[config.mk]
export PLATFORM = sky130hd
export DESIGN_NAME = pipeline_controller
export DESIGN_NICKNAME = d
export VERILOG_FILES = /design/src/rtl/mips_pkg.sv /design/src/rtl/pipeline_controller_hazard_detect.sv /design/src/rtl/pipeline_controller.sv
export SDC_FILE = /design/constraint.sdc
export NUM_CORES = 1
export LEC_CHECK = 0
export ABC_AREA = 1
export BUFFER_PORTS_ARGS = -buffer_cell sky130_fd_sc_hd__buf_2
export CORE_ASPECT_RATIO = 1.5
export CORE_MARGIN = 3
export CORE_UTILIZATION = 35
export CTS_CLUSTER_SIZE = 25
export DETAILED_ROUTE_END_ITERATION = 10
export PLACE_DENSITY = 0.66
export SLEW_MARGIN = 20
export SYNTH_ARGS = -nofsm -noshare
export SYNTH_HDL_FRONTEND = slang
export SYNTH_SLANG_ARGS = --single-unit
[constraint.sdc]
create_clock -name clk -period 1.7 [get_ports clk]
set_input_delay 0.425 -clock clk [delete_from_list [all_inputs] [get_ports clk]]
set_output_delay 0.425 -clock clk [all_outputs]
set_load 0.05 [all_outputs]
[src/rtl/mips_pkg.sv]
// Shared definitions for the MIPS pipeline control slice: controller states,
// pipeline-register indices and run-mode encodings.
package mips_pkg;

  typedef enum logic [2:0] {
    ST_IDLE,
    ST_RUN,
    ST_STEP_WAIT,
    ST_STEP_EXEC,
    ST_DRAIN,
    ST_DONE
  } ctrl_state_e;

  localparam int unsigned IDX_PC    = 0;
  localparam int unsigned IDX_IFID  = 1;
  localparam int unsigned IDX_IDEX  = 2;
  localparam int unsigned IDX_EXMEM = 3;
  localparam int unsigned IDX_MEMWB = 4;

  localparam logic MODE_CONT = 1'b0;
  localparam logic MODE_STEP = 1'b1;

endpackage

[src/rtl/pipeline_controller_hazard_detect.sv]
// Load-use hazard detector: a load in EX whose destination feeds the
// instruction currently in ID. Register 0 never creates a dependency.
module hazard_detect #(
  parameter int unsigned NB = 5
) (
  input  logic          ex_mem_read,
  input  logic [NB-1:0] ex_rt,
  input  logic [NB-1:0] id_rs,
  input  logic [NB-1:0] id_rt,
  output logic          load_use
);

  always_comb begin
    load_use = ex_mem_read && (ex_rt != '0) && ((ex_rt == id_rs) || (ex_rt == id_rt));
  end

endmodule

[src/rtl/pipeline_controller.sv]
// Run/stall/flush controller for the N-stage MIPS pipeline: run modes, load-use
// stalls, branch flushes, HALT drain and a saturating advance counter.
module pipeline_controller
  import mips_pkg::*;
#(
  parameter int unsigned LEN      = 32,
  parameter int unsigned NB       = $clog2(LEN),
  parameter int unsigned N_STAGES = 5,
  parameter int unsigned CNT_W    = 32
) (
  input  logic                clk,
  input  logic                reset,
  input  logic                in_mode,
  input  logic                in_start,
  input  logic                in_step,
  input  logic [NB-1:0]       in_id_rs,
  input  logic [NB-1:0]       in_id_rt,
  input  logic                in_ex_mem_read,
  input  logic [NB-1:0]       in_ex_rt,
  input  logic                in_pc_src_taken,
  input  logic                in_halt,
  output logic [N_STAGES-1:0] out_stage_en,
  output logic [N_STAGES-1:0] out_flush,
  output logic                out_running,
  output logic                out_done,
  output logic [CNT_W-1:0]    out_cycle_count
);

  localparam int unsigned DW = $clog2(N_STAGES);
  localparam logic [DW-1:0] DRAIN_INIT = DW'(N_STAGES - 2);

  ctrl_state_e      state_q, state_d;
  logic             mode_q;
  logic [DW-1:0]    drain_cnt_q;
  logic             drain_go_q;
  logic [CNT_W-1:0] cycle_cnt_q;

  logic load_use;
  logic advance;
  logic halt_go;

  hazard_detect #(
    .NB (NB)
  ) u_hazard_detect (
    .ex_mem_read (in_ex_mem_read),
    .ex_rt       (in_ex_rt),
    .id_rs       (in_id_rs),
    .id_rt       (in_id_rt),
    .load_use    (load_use)
  );

  // A taken branch squashes both the stall and a HALT seen on the wrong path;
  // a stalled HALT is simply seen again on the following advance.
  always_comb begin
    halt_go = in_halt && !in_pc_src_taken && !load_use;
  end

  always_comb begin
    advance      = 1'b0;
    out_stage_en = '0;
    out_flush    = '0;
    state_d      = state_q;

    unique case (state_q)
      ST_RUN, ST_STEP_EXEC: advance = 1'b1;
      ST_DRAIN:             advance = (mode_q == MODE_CONT) || drain_go_q;
      default:              advance = 1'b0;
    endcase

    if (advance) begin
      out_stage_en = '1;
      if (state_q == ST_DRAIN) begin
        out_stage_en[IDX_PC]   = 1'b0;
        out_stage_en[IDX_IFID] = 1'b0;
        out_flush[IDX_IFID]    = 1'b1;
      end
      if (in_pc_src_taken) begin
        out_flush[IDX_IFID] = 1'b1;
        out_flush[IDX_IDEX] = 1'b1;
      end else if (load_use) begin
        out_stage_en[IDX_PC]   = 1'b0;
        out_stage_en[IDX_IFID] = 1'b0;
        out_flush[IDX_IDEX]    = 1'b1;
      end
    end

    unique case (state_q)
      ST_IDLE: begin
        if (in_start) state_d = (in_mode == MODE_STEP) ? ST_STEP_WAIT : ST_RUN;
      end
      ST_RUN: begin
        if (halt_go) state_d = ST_DRAIN;
      end
      ST_STEP_WAIT: begin
        if (in_step) state_d = ST_STEP_EXEC;
      end
      ST_STEP_EXEC: begin
        state_d = halt_go ? ST_DRAIN : ST_STEP_WAIT;
      end
      ST_DRAIN: begin
        if (advance && (drain_cnt_q == DW'(1))) state_d = ST_DONE;
      end
      ST_DONE: state_d = ST_DONE;
      default: state_d = ST_IDLE;
    endcase
  end

  always_comb begin
    out_running     = (state_q == ST_RUN) || (state_q == ST_STEP_EXEC) || (state_q == ST_DRAIN);
    out_done        = (state_q == ST_DONE);
    out_cycle_count = cycle_cnt_q;
  end

  always_ff @(posedge clk) begin
    if (reset) begin
      state_q     <= ST_IDLE;
      mode_q      <= MODE_CONT;
      drain_cnt_q <= '0;
      drain_go_q  <= 1'b0;
      cycle_cnt_q <= '0;
    end else begin
      state_q <= state_d;
      if ((state_q == ST_IDLE) && in_start) mode_q <= in_mode;

      if ((state_q != ST_DRAIN) && (state_d == ST_DRAIN)) begin
        drain_cnt_q <= DRAIN_INIT;
      end else if ((state_q == ST_DRAIN) && advance) begin
        drain_cnt_q <= drain_cnt_q - DW'(1);
      end

      // Step-mode drain: a step pulse grants exactly one advance next clock,
      // and a pulse arriving during that advance is dropped.
      drain_go_q <= (state_q == ST_DRAIN) && (mode_q == MODE_STEP) && !drain_go_q && in_step;

      if (advance && (cycle_cnt_q != '1)) cycle_cnt_q <= cycle_cnt_q + CNT_W'(1);
    end
  end

endmodule
Yosys cells after proc, flatten, opt, wreduce, memory -nomap -nowiden
Index checks and enable logic that the tools add are counted.

storage, ports and cells
  output and inout bits = 44
  bits in registers = 40
  logic and storage cells = 63

cells by class
  multiplexer cells = 19
  add/subtract/negate cells = 2
  reduce and logical (&&, ||, !) cells = 24
  equality and inequality tests = 11
  bitwise logic cells = 1

operators with widths
  kind                                                                number
  32-bit by 1-bit adder with 32-bit output, second input constant     1
  32-bit != test, second input constant                               1
  3-bit one-hot mux with 6 select lines                               1
  3-bit 2-to-1 mux                                                    5
  2-bit 2-to-1 mux                                                    7
  1-bit logical AND                                                   12
  5-bit == test                                                       2
  3-bit == test, second input constant                                3
  3-bit by 1-bit == test with 1-bit output, second input constant     2
  3-bit by 2-bit == test with 1-bit output, second input constant     2
  5-bit 2-to-1 mux                                                    1
  5-bit nonzero test                                                  1
  1-bit logical OR                                                    4
  1-bit 2-to-1 mux                                                    4
  2-bit OR reduction                                                  2
  1-bit zero test                                                     3
  3-bit zero test                                                     1
  3-bit != test, second input constant                                1
  3-bit by 1-bit subtractor with 3-bit output, second input constant  1
  1-bit one-hot mux with 2 select lines                               1
  2-bit nonzero test                                                  1
  1-bit NOT                                                           1

Depth between registers and ports, before layout
  depth in word-level cells = 10
  gate-level depth with buffers = 12
  gate-level depth less buffers = 12

Hierarchy
From an unflattened synthesis, not the netlist that was laid out.

second synthesis, totals
  cell total of the unflattened synthesis = 469
  area total of the unflattened synthesis = 2,876.5 sq um

by module, submodules not included
  module               instances  sequential area each (sq um)  cells an instance  area an instance (sq um)
  pipeline_controller  1          800.8                         424                2,681.3
  hazard_detect        1          0.0                           45                 195.2

Worst setup path before layout
Ideal clock, no wire load.

  path kind = input port to output port
  start point = input port in_ex_rt[2]
  end point = output port out_flush[2]
  path buffers = 0
  slack = -359 ps
  arrival time = 1,634 ps
  stages on the path = 8
  data required time = 1,275 ps
  cells stage by stage = inv_1 -> nand2_1 -> nand2_1 -> nor2_1 -> nand3_1 -> nand2_1 -> nand2_1 -> a21oi_1

on the way
  longest elaborated chain between the ends = 6
  elaborated cells on any way between the ends = 9
  those cells by class = eq/ne: 2; mux: 3; reduce/logical: 4

RTL lines
  item                                                   RTL line                                 source
  from (decl)                                            pipeline_controller.sv:19                input logic [NB-1:0] in_ex_rt,
  5-bit == test or 5-bit nonzero test (tied branches)    pipeline_controller_hazard_detect.sv:14  load_use = ex_mem_read && (ex_rt != '0) && ((ex_rt == id_rs) || (ex_rt == id_rt));
  1-bit logical OR or 1-bit logical AND (tied branches)  pipeline_controller_hazard_detect.sv:14
  1-bit logical AND (*)                                  pipeline_controller_hazard_detect.sv:14
  1-bit 2-to-1 mux (*)                                   pipeline_controller.sv:80                end else if (load_use) begin
  1-bit 2-to-1 mux (*)                                   pipeline_controller.sv:77                if (in_pc_src_taken) begin
  2-bit 2-to-1 mux (*)                                   pipeline_controller.sv:70                if (advance) begin
  to (decl)                                              pipeline_controller.sv:23                output logic [N_STAGES-1:0] out_flush,

Mark *: on every way between the ends. The rest lies on a longest branch, timed or not.

Final worst setup path
  start point = input port in_ex_rt[0]
  end point = output port out_stage_en[1]

on the way
  longest elaborated chain between the ends = 6
  elaborated cells on any way between the ends = 9
  those cells by class = eq/ne: 2; mux: 3; reduce/logical: 4

RTL lines
  item                                                   RTL line                                 source
  5-bit == test or 5-bit nonzero test (tied branches)    pipeline_controller_hazard_detect.sv:14
  1-bit logical OR or 1-bit logical AND (tied branches)  pipeline_controller_hazard_detect.sv:14
  1-bit logical AND (*)                                  pipeline_controller_hazard_detect.sv:14
  2-bit 2-to-1 mux (*)                                   pipeline_controller.sv:80
  2-bit 2-to-1 mux (*)                                   pipeline_controller.sv:77
  5-bit 2-to-1 mux (*)                                   pipeline_controller.sv:70
  to (decl)                                              pipeline_controller.sv:22                output logic [N_STAGES-1:0] out_stage_en,

Marks and branches as above.

==> results.ini <==
[run_status]
run_status=finished with violations
violations=negative setup slack

[pwr]
intPower_mw=1.90
clkPwrFrac_pct=36.1
power.total_mw=2.80
p_switching_uw=899
p_sw_share_pct=32.2
comb_power_share_pct=28.5
static-leakage-power_nw=1.61
p_seq_share_pct=35.4
ir_worst_vdd_mv=0.432
powerDensity_nw_per_um2=731

[clock_tree]
clockBufferDepth=2
cts_tree=built
cts_num_sinks=40
h-tree-depth=2
clk_latency_ns=0.29
cts_made_buffers=5
cts_root_buf=clkbuf_16
cts.clk_slew.worst_paths_ns=0.06

[floorplan]
die_x_um=79.2
start_util_pct=36.5
dieArea_um2=9170
fp-row-count=39
coreArea_um2=7710
die_h_um=116
ios=67

[layout]
diodes=0
utilization_pct=49.6
layout_common_cells=144 x nand2_1, 64 x nor2_1, 42 x buf_2
regArea_um2=846
final_common_cell=nand2_1
area_delta_synth_final_pct=35.9
finalNetCount=557
drive_above_1_share_pct=36.3
multi_input_area_um2=1780
final_area_um2=3820
n_fill_cell=802

[logic_synthesis]
ys_types=35
yosys.area.top_type=dfxtp_1
syn_area_um2=2810
synth_top_area_share_pct=28.5
yosys_register_bits=40
ys_seq_area_share_pct=28.5
synth_warnings=0
synthCells=450
postSynthAreaPerCell_um2=6.25
synth.area.top_cells=dfxtp_1 28%, nand2_1 21%, nor2_1 9.5%

[routing]
drtIter0Drc=139
wire_per_inst_um=12.9
routed_via_density=4.81
first_pass_iters=4
ant_nets=0
drc=0
num_vias=3052
wirelength_um=8160

[critical_path]
cp_max_fo=4
worstSetupStartpointType=input pin
rr_worst_depth=10
cp-end-kind=output port
critPathArrivalTime_ns=1.44
crit_required_ns=1.27
crit_type=in2out

[place]
place_area_um2=3320
hpwl_um=5990
place_congestion=0.902
port_buffers=63

[global_route]
antenna_found_initial=0
grt_max_degree=27
grt_pass1_vias=2816
grt-busiest-layer=met2
grt_usage_pct=17.3
use_met3_pct=3.73
grtUsageMet2_pct=35.4
overflow=0
grt_use_met1_pct=15.6
grt_pass1_wl_um=12400

[sta]
clock_skew_ns=0.00622
period_share_pct=110
max_clock_freq_ghz=0.537
drv_slew=0
setup_ws_ns=-0.163
hold_ws_ns=0.402
hold_violations=0
rsz0062_at_grt=yes
period_minus_slack_ns=1.86
setup_viol_count_final=4

[job]
drv_cap=0

[min_path]
min-delay-path-class=in2reg
hold_depth=3

==> worst max-delay path, stage by stage <==
cell,delay [ns]
buf_8,0.11
nor2_4,0.10
nor2_1,0.05
nor2_2,0.08
nand3_1,0.09
nand2_1,0.10
nand2_2,0.10
o21ai_4,0.17
inv_4,0.06
buf_8,0.15
==> metal layers <==
metal | wire (um) | vias to the layer above
met5 | 0 | -
met4 | 250 | 0
met3 | 419 | 24
met2 | 4670 | 97
met1 | 2820 | 1383
li1 | - | 1548
==> power groups by stage <==
| stage | registers [mW] | clock network (mW) | logic (mW) |
|---|---|---|---|
| 2_1_floorplan | 1.02 | 0 | 0.525 |
| 3_3_place_gp | 1.00 | 0 | 0.620 |
| 3_5_place_dp | 1.00 | 0 | 0.628 |
| 4_1_cts | 0.982 | 1.04 | 0.740 |
| 5_1_grt | 0.990 | 1.07 | 0.855 |
| 6_report | 0.988 | 1.01 | 0.798 |
==> kinds of logic (layout without fill, tap and decap cells) <==
| kind of cell | Yosys count | in the layout | share of synthesized area (%) |
|---|---|---|---|
| compound gates | 53 | 53 | 12.1 |
| xor+xnor | 16 | 16 | 4.98 |
| fa+ha+maj | 3 | 3 | 1.33 |
| buf+inv | 68 | 148 | 12.3 |
| flops | 40 | 40 | 28.5 |
| other cells | 1 | 3 | 0.133 |
| simple gates | 269 | 269 | 40.7 |
==> metrics by stage <==
step                worst slack, ns  std cells  setup TNS, ns
floorplan                   -0.0771        452        -0.0971
detailed placement           -0.213        616         -0.605
global placement             -0.181        616         -0.507
CTS                         -0.0801        630         -0.227
global route                 -0.196        634         -0.662
finish                       -0.163        634         -0.437
==> path summary, 6_finish.rpt <==
kind / startpoint / slack [ns] / endpoint
worst min-delay path: in_step / 0.40 / drain_go_q
worst max register to register: out_cycle_count[13] / 0.09 / out_cycle_count[8]
worst min register to register: mode_q / 0.46 / mode_q
worst max-delay path: in_ex_rt[0] / -0.16 / out_stage_en[1]
==> sequential cells by signal (all words and copies together) (netlist names) <==
signal	cells
drain_cnt_q	3
drain_go_q	1
mode_q	1
out_cycle_count	32
state_q	3
==> cell type report <==
cell class | instances | share of cell area, %
Clock inverter | 1 | 0.131
Multi-Input combinational cell | 344 | 46.5
Timing Repair Buffer | 89 | 18.2
Sequential cell | 40 | 22.1
Clock buffer | 7 | 4.03
Tap cell | 102 | 3.34
Inverter | 51 | 5.66
==> synthesized netlist by cell type <==
cell	number
a21oi_1	16
nand2_2	3
inv_6	1
inv_8	1
inv_1	49
o21ai_0	9
o21bai_1	1
nand3b_1	2
ha_1	3
and3_1	1
buf_1	1
buf_2	2
nor2_2	6
xnor2_1	3
nand2_4	1
o21ai_1	6
nor2_1	71
buf_8	3
nand4_1	2
nand3_1	16
dfxtp_1	40
o21ai_2	1
buf_6	2
conb_1	1
nor2_4	5
a21boi_0	3
clkbuf_1	2
nor3_1	4
a31oi_1	1
xor2_1	13
nor3b_1	3
nand2_1	154
buf_4	7
nand2_8	1
a21oi_2	16
==> timing repair <==
item / 4_1_cts / 5_1_grt
pin swaps: 18 / 10
endpoints found under the setup margin: 8 / 33
buffers inserted: 6 / 4
resized for setup: 46 / 34
endpoints found under the hold margin: 0 / 0
hold buffers: 0 / 0
gates cloned: 0 / 0
Power figures use the tool's default switching activity.
